<file path="src/rtl/branch_commit_unit.sv">
// branch_commit_unit: commit-side partner of the branch predictor.
// Queues branch outcomes retired at the ROB head, drains one per cycle onto the
// predictor update interface, raises a multi-cycle flush plus a one-cycle fetch
// redirect on a mispredict, and counts committed / mispredicted branches.
//
// Ports
//   clk_in, rst_in (async, active-high), rdy_in (low = freeze)
//   rob_bcu_*        : committed branch (en, pc, pred_taken, taken, target)
//   bcu_rob_full_out : ROB must not commit a branch this cycle
//   bcu_bp_*         : predictor update (en pulse, correct, pc)
//   bcu_flush_out    : pipeline flush
//   bcu_if_*         : fetch redirect (en pulse, pc)
//   bcu_*_cnt_out    : statistics counters
module branch_commit_unit #(
  parameter int unsigned AW           = 32,
  parameter int unsigned DEPTH        = 4,
  parameter int unsigned FLUSH_CYCLES = 2,
  parameter int unsigned CNT_W        = 32
) (
  input  logic             clk_in,
  input  logic             rst_in,
  input  logic             rdy_in,
  input  logic             rob_bcu_en_in,
  input  logic [AW-1:0]    rob_bcu_pc_in,
  input  logic             rob_bcu_pred_taken_in,
  input  logic             rob_bcu_taken_in,
  input  logic [AW-1:0]    rob_bcu_target_in,
  output logic             bcu_rob_full_out,
  output logic             bcu_bp_en_out,
  output logic             bcu_bp_correct_out,
  output logic [AW-1:0]    bcu_bp_pc_out,
  output logic             bcu_flush_out,
  output logic             bcu_if_en_out,
  output logic [AW-1:0]    bcu_if_pc_out,
  output logic [CNT_W-1:0] bcu_branch_cnt_out,
  output logic [CNT_W-1:0] bcu_miss_cnt_out
);

  localparam int unsigned PW  = $clog2(DEPTH);
  localparam int unsigned FCW = $clog2(FLUSH_CYCLES + 1);
  localparam logic [PW:0]    FifoFull  = (PW + 1)'(DEPTH);
  localparam logic [FCW-1:0] FlushInit = FCW'(FLUSH_CYCLES);

  typedef enum logic {StIdle, StFlush} state_e;

  state_e            state_q, state_d;
  logic [FCW-1:0]    flush_cnt_q, flush_cnt_d;
  logic              if_en_q, if_en_d;
  logic [AW-1:0]     if_pc_q, if_pc_d;

  // FIFO entry: {correct, pc}
  logic [AW:0]       mem_q [DEPTH];
  logic [PW-1:0]     wr_ptr_q, rd_ptr_q;
  logic [PW:0]       cnt_q;

  logic              bp_en_q, bp_correct_q;
  logic [AW-1:0]     bp_pc_q;
  logic [CNT_W-1:0]  branch_cnt_q, miss_cnt_q;

  logic              full, empty, accept, push, pop, bypass, mispredict;
  logic [AW-1:0]     redirect;
  logic [AW:0]       head;

  assign full       = (cnt_q == FifoFull) || (state_q == StFlush);
  assign empty      = (cnt_q == '0);
  assign accept     = rob_bcu_en_in && !full && rdy_in;
  assign mispredict = (rob_bcu_pred_taken_in != rob_bcu_taken_in);
  assign pop        = rdy_in && !empty;
  // An accept into an empty FIFO goes straight to the update registers.
  assign bypass     = accept && empty;
  assign push       = accept && !empty;
  assign redirect   = rob_bcu_taken_in ? rob_bcu_target_in : rob_bcu_pc_in + AW'(4);
  assign head       = mem_q[rd_ptr_q];

  always_comb begin
    state_d     = state_q;
    flush_cnt_d = flush_cnt_q;
    if_en_d     = 1'b0;
    if_pc_d     = if_pc_q;
    unique case (state_q)
      StIdle: begin
        if (accept && mispredict) begin
          state_d     = StFlush;
          flush_cnt_d = FlushInit;
          if_en_d     = 1'b1;
          if_pc_d     = redirect;
        end
      end
      StFlush: begin
        if (rdy_in) begin
          if (flush_cnt_q == FCW'(1)) state_d = StIdle;
          else                        flush_cnt_d = flush_cnt_q - FCW'(1);
        end
      end
      default: state_d = StIdle;
    endcase
  end

  always_ff @(posedge clk_in or posedge rst_in) begin
    if (rst_in) begin
      state_q     <= StIdle;
      flush_cnt_q <= '0;
      if_en_q     <= 1'b0;
      if_pc_q     <= '0;
    end else begin
      state_q     <= state_d;
      flush_cnt_q <= flush_cnt_d;
      if_en_q     <= if_en_d;
      if_pc_q     <= if_pc_d;
    end
  end

  // Storage needs no reset: validity is tracked by the pointers and count.
  always_ff @(posedge clk_in) begin
    if (push) mem_q[wr_ptr_q] <= {(rob_bcu_pred_taken_in == rob_bcu_taken_in), rob_bcu_pc_in};
  end

  always_ff @(posedge clk_in or posedge rst_in) begin
    if (rst_in) begin
      wr_ptr_q     <= '0;
      rd_ptr_q     <= '0;
      cnt_q        <= '0;
      bp_en_q      <= 1'b0;
      bp_correct_q <= 1'b0;
      bp_pc_q      <= '0;
      branch_cnt_q <= '0;
      miss_cnt_q   <= '0;
    end else begin
      bp_en_q <= pop || bypass;
      if (push) wr_ptr_q <= wr_ptr_q + PW'(1);
      if (pop) begin
        rd_ptr_q     <= rd_ptr_q + PW'(1);
        bp_correct_q <= head[AW];
        bp_pc_q      <= head[AW-1:0];
      end else if (bypass) begin
        bp_correct_q <= !mispredict;
        bp_pc_q      <= rob_bcu_pc_in;
      end
      if (push && !pop)      cnt_q <= cnt_q + (PW + 1)'(1);
      else if (pop && !push) cnt_q <= cnt_q - (PW + 1)'(1);
      if (accept) begin
        branch_cnt_q <= branch_cnt_q + CNT_W'(1);
        if (mispredict) miss_cnt_q <= miss_cnt_q + CNT_W'(1);
      end
    end
  end

  // Pulses are suppressed in a frozen cycle.
  assign bcu_rob_full_out   = full;
  assign bcu_bp_en_out      = bp_en_q && rdy_in;
  assign bcu_bp_correct_out = bp_correct_q;
  assign bcu_bp_pc_out      = bp_pc_q;
  assign bcu_flush_out      = (state_q == StFlush);
  assign bcu_if_en_out      = if_en_q && rdy_in;
  assign bcu_if_pc_out      = if_pc_q;
  assign bcu_branch_cnt_out = branch_cnt_q;
  assign bcu_miss_cnt_out   = miss_cnt_q;

endmodule

</file>
<file path="config.mk">
export PLATFORM = sky130hd
export DESIGN_NAME = branch_commit_unit
export DESIGN_NICKNAME = d
export VERILOG_FILES = /design/src/rtl/branch_commit_unit.sv
export SDC_FILE = /design/constraint.sdc
export NUM_CORES = 1
export LEC_CHECK = 0
export CORE_MARGIN = 2
export CORE_UTILIZATION = 35
export CTS_CLUSTER_DIAMETER = 30
export DETAILED_ROUTE_END_ITERATION = 6
export HOLD_SLACK_MARGIN = 0.12
export PLACE_DENSITY = 0.67
export SKIP_CTS_REPAIR_TIMING = 1
export SYNTH_ARGS = -nofsm -noshare
export SYNTH_HDL_FRONTEND = slang
export SYNTH_SLANG_ARGS = --single-unit
</file>
<file path="constraint.sdc">
create_clock -name clk_in -period 6 [get_ports clk_in]
set_input_delay 0.6 -clock clk_in [delete_from_list [all_inputs] [get_ports clk_in]]
set_output_delay 0.6 -clock clk_in [all_outputs]
set_load 0.005 [all_outputs]
</file>
# ---- Word-level counts from Yosys, hierarchy flattened
# Memory sizes are Yosys's and may differ from the RTL's.
# Cells that the tools add are included.
dict set report word_totals {
  ff_bits 141
  mem_bits_rw 132
  in_bits 70
  out_inout_bits 133
  elab_cells 70
  memories 1
}
# memory words word_bits read_ports rd_ports_with_merged_regs write_ports line_no
set memory_table {}
lappend memory_table {mem_q 4 33 1 0 1 52} ;# logic [AW:0] mem_q [DEPTH];
dict set report op_classes {
  addsub 8
  n_eq_ne 7
  mux 18
  bitwise_logic 1
  reduce_logical 23
}
# operator count
set ops {}
lappend ops {{two-way mux 32 bit} 3}
lappend ops {{adder 32 x 1 -> 32 bit, second input constant} 2}
lappend ops {{adder 32 x 3 -> 32 bit, second input constant} 1}
lappend ops {{logical AND 1 bit} 10}
lappend ops {{two-way mux 1 bit} 8}
lappend ops {{two-way mux 2 bit} 3}
lappend ops {{two-way mux 3 bit} 2}
lappend ops {{inequality test 2 bit, second input constant} 3}
lappend ops {{zero test 1 bit} 5}
lappend ops {{adder 2 x 1 -> 2 bit, second input constant} 2}
lappend ops {{one-hot mux 2 bit (2 select lines)} 1}
lappend ops {{AND reduction 2 bit} 2}
lappend ops {{nonzero test 2 bit} 2}
lappend ops {{adder 3 x 1 -> 3 bit, second input constant} 1}
lappend ops {{== test 3 bit, second input constant} 1}
lappend ops {{zero test 3 bit} 1}
lappend ops {{AND reduction 3 bit} 1}
lappend ops {{subtractor 3 x 1 -> 3 bit, second input constant} 1}
lappend ops {{== test 2 x 1 -> 1 bit, second input constant} 1}
lappend ops {{logical OR 1 bit} 2}
lappend ops {{one-hot mux 1 bit (2 select lines)} 1}
lappend ops {{subtractor 2 x 1 -> 2 bit, second input constant} 1}
lappend ops {{== test 1 bit} 1}
lappend ops {{inequality test 1 bit} 1}
lappend ops {{inverter 1 bit} 1}

# ---- Depth between registers and ports, before layout
# Gate-level depths: netlist (run 1).
dict set report depth {
  depth_word 10
  mapped_depth 11
  depth_no_buf 10
}

# ---- Worst setup path before layout (run 1)
# OpenSTA, ideal clock, no wires.
dict set report synth_timing {
  kind {input to register}
  start {in rdy_in}
  end {mem mem_q[0][0] in the netlist's numbering, enable pin}
  setup_ps 393
  arrival_ps 2172
  required_ps 5607
  slack_ps 3434
  path_stages 4
  path_buffers 1
  cell_sequence {buf_2 nand2_1 nor3_1 and2_1}
}
dict set report synth_via {
  elab_chain_cells 4
}
# element line_no
set synth_lines {}
lappend synth_lines {{start, declared} 22} ;# input logic rdy_in,
lappend synth_lines {{logical AND 1 bit} 66} ;# assign accept = rob_bcu_en_in && !full && rdy_in;
lappend synth_lines {{logical AND 1 bit} 71} ;# assign push = accept && !empty;
lappend synth_lines {{named net push} 60} ;# logic full, empty, accept, push, pop, bypass, mispredict;
lappend synth_lines {{two-way mux 1 bit} 115} ;# if (push) mem_q[wr_ptr_q] <= {(rob_bcu_pred_taken_in == rob_bcu_taken_in), rob_bcu_pc_in};
lappend synth_lines {{two-way mux 1 bit (not written as such)} 115}
lappend synth_lines {{end, declared} 52}
# The timed path passes the listed nets, and every way through them passes these cells.

# ---- Worst setup path in the final report (run 1)
dict set report layout_timing {
  start {reg cnt_q[0]}
  end {reg if_pc_q[14] (netlist: bcu_if_pc_out[14])}
}
dict set report layout_via {
  elab_chain_cells 7
}
# element line_no
set layout_lines {}
lappend layout_lines {{start, declared} 54} ;# logic [PW:0] cnt_q;
lappend layout_lines {{start signal, assigned} 139} ;# if (push && !pop) cnt_q <= cnt_q + (PW + 1)'(1);
lappend layout_lines {{start signal, assigned} 140} ;# else if (pop && !push) cnt_q <= cnt_q - (PW + 1)'(1);
lappend layout_lines {{== test 3 bit} 64} ;# assign full = (cnt_q == FifoFull) || (state_q == StFlush);
lappend layout_lines {{logical OR 1 bit} 64}
lappend layout_lines {{zero test 1 bit} 66}
lappend layout_lines {{logical AND 1 bit (2 in series)} 66}
lappend layout_lines {{logical AND 1 bit} 82} ;# if (accept && mispredict) begin
lappend layout_lines {{AND reduction 2 bit (no line)} --}
lappend layout_lines {{end signal, assigned} 109} ;# if_pc_q <= if_pc_d;
lappend layout_lines {{end, declared} 49} ;# logic [AW-1:0] if_pc_q, if_pc_d;
# Every way passes these cells.
# A chain may end at the register's enable or synchronous reset.

==> results_dict.tcl, run 1 <==
set metrics [dict create \
    r2r_start "cnt_q[0]$_DFFE_PP0P_" \
    ant_nets 0 \
    crit_arrival_ns 3.79 \
    wirelength_mm 31.7 \
    slowest_stage "nor2_4" \
    regToRegSetupSlack_ns 2.63 \
    power.leakage_nw 6.44 \
    placedCellCount 1529 \
    cts_buffer_depth 3 \
    synth_fa_ha_area_share_pct 1.18 \
    first_global_vias 8593 \
    clock_sinks 273 \
    cp.required_ns 6.43 \
    setup_tns_ns 0 \
    synth_top_family_by_area "simple AND/OR/NAND/NOR gates" \
    yosys_warnings 0 \
    slew_headroom_pct 20.2 \
    synth_seq_cells 273 \
    r2r_end "bcu_if_pc_out[14]$_DFFE_PP0P_" \
    outcome "complete, no violations" \
    setup_violations 0 \
    htreeDepth 3 \
    finalHoldViolations 0 \
    path_max_fanout 35 \
    portBuffers 202 \
    start_util_pct 35.8 \
    r2r_cells 12 \
    grt_pass1_wl_mm 50.4 \
    syn_area_per_cell_um2 12.8 \
    irDropWorstVdd_mv 0.235 \
    final_nets 1237 \
    tightest_slew_ns 1.19 \
    drc 0 \
    yosysUniqueCellTypes 43 \
    cpPeakStageDelay_ns 0.79 \
    cts_tree "yes" \
    grt_use_total_pct 18.3 \
    die_height_um 187 \
    synth_seq_area_share_pct 64.0 \
    cts_buffers 67 \
    max-cap-violations 0 \
    postSynthCellCount 917 \
    final_cell_area_mm2 0.0165 \
    crit_path_start "cnt_q[0]$_DFFE_PP0P_" \
    worst_setup_path_start_kind "flip-flop" \
    fmax_mhz 297 \
    die_w_um 187 \
    final_cells 1654 \
    gp_congestion 0.791 \
    core_area_mm2 0.0327 \
    synthXorXnorAreaFrac_pct 7.02 \
    boundaryPins 203 \
    synth_mux_area_share_pct 6.69 \
    drive_above_1_share_pct 14.4 \
    area_delta_synth_final_pct 40.7 \
    dpl_cell_area_mm2 0.0142 \
    period_share_pct 56.1 \
    die-area_mm2 0.0349 \
    rsz0062_at_grt "no" \
    syn_area_mm2 0.0117 \
    antenna_found_initial 2 \
    synthSimpleGateAreaFrac_pct 13.9 \
    maxSlewViolCount 0 \
    worst-setup-path-type "reg2reg" \
    crit_path_end_kind "flip-flop" \
    rows 66 \
    grt_overflow 0 \
    clk_pin_slew_worst_paths_ns 0.05 \
    firstDrtPassIters 5 \
    powerDensity_mw_per_mm2 478 \
    fin_crit_ns 3.37 \
    clk_latency_ns 0.56 \
    cp_cell_sequence "inv_1 > ha_1 > a21oi_4 > inv_2 > nor2_4 > nand2_1 > buf_4 > inv_1 > buf_4 > and3_1 > a21oi_1 > o21ai_0" \
    cts_root_buf "clkbuf_16" \
    timing.hold.ws_ns 0.469 \
    synth-compound-area-share_pct 5.38 \
    synthesis.nets 998 \
    cp-endpoint "bcu_if_pc_out[14]$_DFFE_PP0P_" \
    grt_max_degree 107 \
    dr_total_vias 8432 \
    hp-class "reg2reg" \
    drt_iter0_markers 632 \
    wl_per_cell_um 19.2 \
    dp_hpwl_mm 20.2 \
    drt-vias-per-instance 5.10 \
    skew_ns 0.0313 \
]
[cells in the final DEF, fill, tap and decap left out, types with 10 or more instances in the layout]
cell,count
clkdlybuf4s50_1,201
dfrtp_1,140
edfxtp_1,132
nand2_1,129
nor2_1,75
clkbuf_16,67
xnor2_1,53
xor2_1,39
nand3_1,34
mux4_2,33
a31oi_1,32
o21ai_0,31
a21oi_1,28
nand4_1,23
and3_1,19
inv_1,15
and2_1,14
inv_6,12
ha_1,11
o22ai_1,10
[layout make-up]
type                            instances  area, um^2
Tap cell                              442         553
Fill cell                            2841       16200
Timing Repair Buffer                  208        2060
Sequential cell                       273        7490
Multi-Input combinational cell        588        4010
Clock inverter                         44         519
Clock buffer                           80        1770
Antenna cell                            1        2.50
Inverter                               18        72.6
[sequential cells by signal, summed over array words and instances, names as in the netlist]
register / cells
bcu_bp_correct_out: 1
bcu_bp_pc_out: 32
bcu_branch_cnt_out: 32
bcu_flush_out: 1
bcu_if_pc_out: 32
bcu_miss_cnt_out: 32
bp_en_q: 1
cnt_q: 3
flush_cnt_q: 2
if_en_q: 1
mem_q: 132
rd_ptr_q: 2
wr_ptr_q: 2
[routing by layer]
| layer | vias up | global-route usage (%) | share of wire [%] |
|---|---|---|---|
| met4 | 0 | 5.59 | 1.7 |
| li1 | 3828 | - | - |
| met1 | 4189 | 25.4 | 46 |
| met3 | 45 | 5.14 | 8.0 |
| met2 | 370 | 28.0 | 45 |
| met5 | - | 0 | 0 |
[critical path: cells and delay by family (launching register included)]
| kind | cells | cell delay [ns] |
|---|---|---|
| buffers and inverters | 5 | 1.13 |
| flip-flops | 1 | 0.35 |
| AO/OA/AOI/OAI | 3 | 0.40 |
| adder cells (fa/ha/maj) | 1 | 0.28 |
| AND/OR/NAND/NOR | 3 | 1.10 |
[cell usage after synthesis (all sizes together)]
cell type / number / area share (%)
and4: 8 / 0.60
buf: 11 / 0.45
nand4b: 1 / 0.075
mux4: 33 / 6.3
or4: 2 / 0.13
or3: 2 / 0.11
a2111o: 1 / 0.096
xnor2: 54 / 4.1
mux2i: 4 / 0.34
nand4: 23 / 1.2
o22ai: 10 / 0.53
o311ai: 1 / 0.075
edfxtp: 132 / 34
nor3b: 1 / 0.064
xor2: 39 / 2.9
o31a: 1 / 0.075
inv: 18 / 0.58
nor4: 9 / 0.79
nor2: 78 / 2.5
dfrtp: 141 / 30
a21oi: 29 / 1.3
nand3: 34 / 1.5
nand3b: 1 / 0.064
a31oi: 32 / 1.7
o21ai: 31 / 1.3
a31o: 2 / 0.15
nand2b: 3 / 0.22
nand2: 130 / 4.2
and3: 19 / 1.0
clkbuf: 27 / 0.87
nor2b: 1 / 0.053
a311oi: 1 / 0.075
and2: 18 / 0.96
nor3: 9 / 0.38
ha: 11 / 1.2
[stage by stage]
stage	setup WS [ns]	utilization (%)	total power [W]
4_1_cts	2.60	50.4	0.00796
6_report	2.63	50.4	0.00788
2_1_floorplan	1.62	-	0.00339
5_1_grt	2.33	50.4	0.00823
3_5_place_dp	2.23	43.4	0.00431
3_3_place_gp	2.36	43.4	0.00428
[report_power, final]
group	internal, W	switching [W]
Sequential	0.00232	0.000262
Clock	0.00240	0.00120
Combinational	0.000911	0.000780
[cell families (layout without fill, tap and decap cells)]
logic type	Yosys count	in the layout
fa+ha+maj	11	11
mux	37	37
buf+inv	56	350
simple gates	339	339
flops	273	273
other cells	0	1
xor+xnor	93	93
compound gates	108	108
[worst min path at each step]
stage / from / end / slack [ns] / cells after the start
after global placement: bcu_if_pc_out[22]$_DFFE_PP0P_ / bcu_if_pc_out[22]$_DFFE_PP0P_ / 0.46 / 2
final: bcu_miss_cnt_out[31]$_DFFE_PP0P_ / bcu_miss_cnt_out[31]$_DFFE_PP0P_ / 0.47 / 1
after floorplan: cnt_q[0]$_DFFE_PP0P_ / cnt_q[0]$_DFFE_PP0P_ / 0.45 / 1
after global routing: cnt_q[0]$_DFFE_PP0P_ / cnt_q[0]$_DFFE_PP0P_ / 0.50 / 1
after detailed placement: bcu_if_pc_out[22]$_DFFE_PP0P_ / bcu_if_pc_out[22]$_DFFE_PP0P_ / 0.46 / 2
after CTS: bcu_if_pc_out[22]$_DFFE_PP0P_ / bcu_if_pc_out[22]$_DFFE_PP0P_ / 0.47 / 2
No activity file was read; power rests on OpenSTA's default activity.
==> inputs of run 2 (changes only) <==
clock period = 3.1 ns   (was 6 ns; I/O delays follow)
==> results_dict.tcl, run 2 (synthesis results as in run 1) <==
set metrics [dict create \
    core_area_mm2 0.0327 \
    die-area_mm2 0.0349 \
    power.total_w 0.0149 \
    irDropWorstVdd_mv 0.423 \
    largest-register "mem_q" \
    cp.required_ns 3.53 \
    cts_buffer_depth 3 \
    ant_nets 0 \
    maxSlewViolCount 0 \
    die_w_um 187 \
    antenna_found_initial 0 \
    crit_path_end_kind "flip-flop" \
    hp-class "in2async" \
    portBuffers 202 \
    rsz0062_at_grt "no" \
    drt_iter0_markers 522 \
    insertedDiodeCount 0 \
    period_share_pct 81.3 \
    drive_above_1_share_pct 15.3 \
    gp_congestion 0.789 \
    final_util_pct 50.8 \
    clk_pin_slew_worst_paths_ns 0.04 \
    r2r_start "cnt_q[0]$_DFFE_PP0P_" \
    n_fill_cell 2839 \
    drc 0 \
    crit_arrival_ns 2.95 \
    htreeDepth 3 \
    tightest_slew_ns 0.816 \
    cts_buffers 67 \
    grt_overflow 0 \
    boundaryPins 203 \
    final_nets 1263 \
    power.leakage_nw 6.54 \
    grt_pass1_wl_mm 51.4 \
    max-cap-violations 0 \
    r2r_cells 8 \
    area_delta_synth_final_pct 42.0 \
    finalHoldViolations 0 \
    die_height_um 187 \
    fin_crit_ns 2.52 \
    largest_reg_flops 132 \
    r2r_end "bcu_branch_cnt_out[21]$_DFFE_PP0P_" \
    outcome "complete, no violations" \
    final_common_cell "clkdlybuf4s50_1" \
    wl_per_cell_um 19.4 \
    regToRegSetupSlack_ns 0.58 \
    worst-setup-path-type "reg2reg" \
    wirelength_mm 32.5 \
    skew_ns 0.0390 \
    rows 66 \
    powerDensity_mw_per_mm2 899 \
    cts_tree "yes" \
    start_util_pct 35.8 \
    timing.hold.ws_ns 0.328 \
    grt_max_degree 142 \
    fmax_mhz 397 \
    worst_setup_path_start_kind "flip-flop" \
    clock_sinks 273 \
    layout_common_cells "clkdlybuf4s50_1, dfrtp_1, edfxtp_1" \
    dr_total_vias 8509 \
    dp_hpwl_mm 20.8 \
    drt-vias-per-instance 5.08 \
    first_global_vias 8845 \
    slew_headroom_pct 45.6 \
    firstDrtPassIters 5 \
    grt_use_total_pct 18.7 \
    cts_root_buf "clkbuf_16" \
    setup_tns_ns 0 \
    path_max_fanout 6 \
    setup_violations 0 \
    clk_latency_ns 0.56 \
]
==> run 2: changes by cell type in the layout (fill, tap and decap cells not counted), sizes merged <==
cell      change
clkbuf       +12
inv          -13
diode         -1
buf          +26
clkinvlp      -2
bufinv        -2
==> run 2: layout make-up <==
class                   count  area (um^2)  share of cell area, %
clock buffers              92         1880                   11.3
clock inverters            27          304                   1.83
inverters                  18         71.3                  0.429
multi-input cells         588         4010                   24.1
flip-flops and latches    273         7490                   45.1
well taps                 442          553                   3.33
repair buffers            234         2310                   13.9
==> run 2: worst max path at each step <==
stage                              start                                 end
floorplan           cnt_q[0]$_DFFE_PP0P_               mem_q[0][0]$_DFFE_PP_
global placement                  rdy_in  bcu_branch_cnt_out[21]$_DFFE_PP0P_
detailed placement      rob_bcu_pc_in[3]       bcu_if_pc_out[22]$_DFFE_PP0P_
CTS                 cnt_q[0]$_DFFE_PP0P_  bcu_branch_cnt_out[21]$_DFFE_PP0P_
global route        cnt_q[0]$_DFFE_PP0P_  bcu_branch_cnt_out[31]$_DFFE_PP0P_
finish              cnt_q[0]$_DFFE_PP0P_  bcu_branch_cnt_out[21]$_DFFE_PP0P_
==> run 2: metal layers <==
metal / share of wire, % / wire length (um) / GRT usage (%)
met1: 43 / 14000 / 23.9
met2: 48 / 15600 / 31.0
met3: 7.0 / 2270 / 4.90
met4: 2.0 / 640 / 6.11
met5: 0 / 0 / 0
==> run 2: per-stage QoR <==
step           instances  setup WS (ns)  area (um^2)
2_1_floorplan        917          0.657        11700
3_3_place_gp        1555          0.505        14400
3_5_place_dp        1555          0.472        14400
4_1_cts             1674          0.556        16600
5_1_grt             1674          0.417        16600
6_report            1674          0.581        16600
==> run 2: worst max-delay path: stages (launching register included) <==
cell	delay, ns
dfrtp_1	0.35
inv_1	0.07
ha_1	0.28
a21oi_4	0.26
inv_2	0.10
or3_1	0.40
or4_1	0.65
nand2b_4	0.21
xnor2_2	0.12
==> run 2: where the power goes <==
group          internal, W  switching [W]  leakage (nW)
clock              0.00456        0.00209          1.06
sequential         0.00450       0.000469          2.96
combinational      0.00182        0.00151          2.52
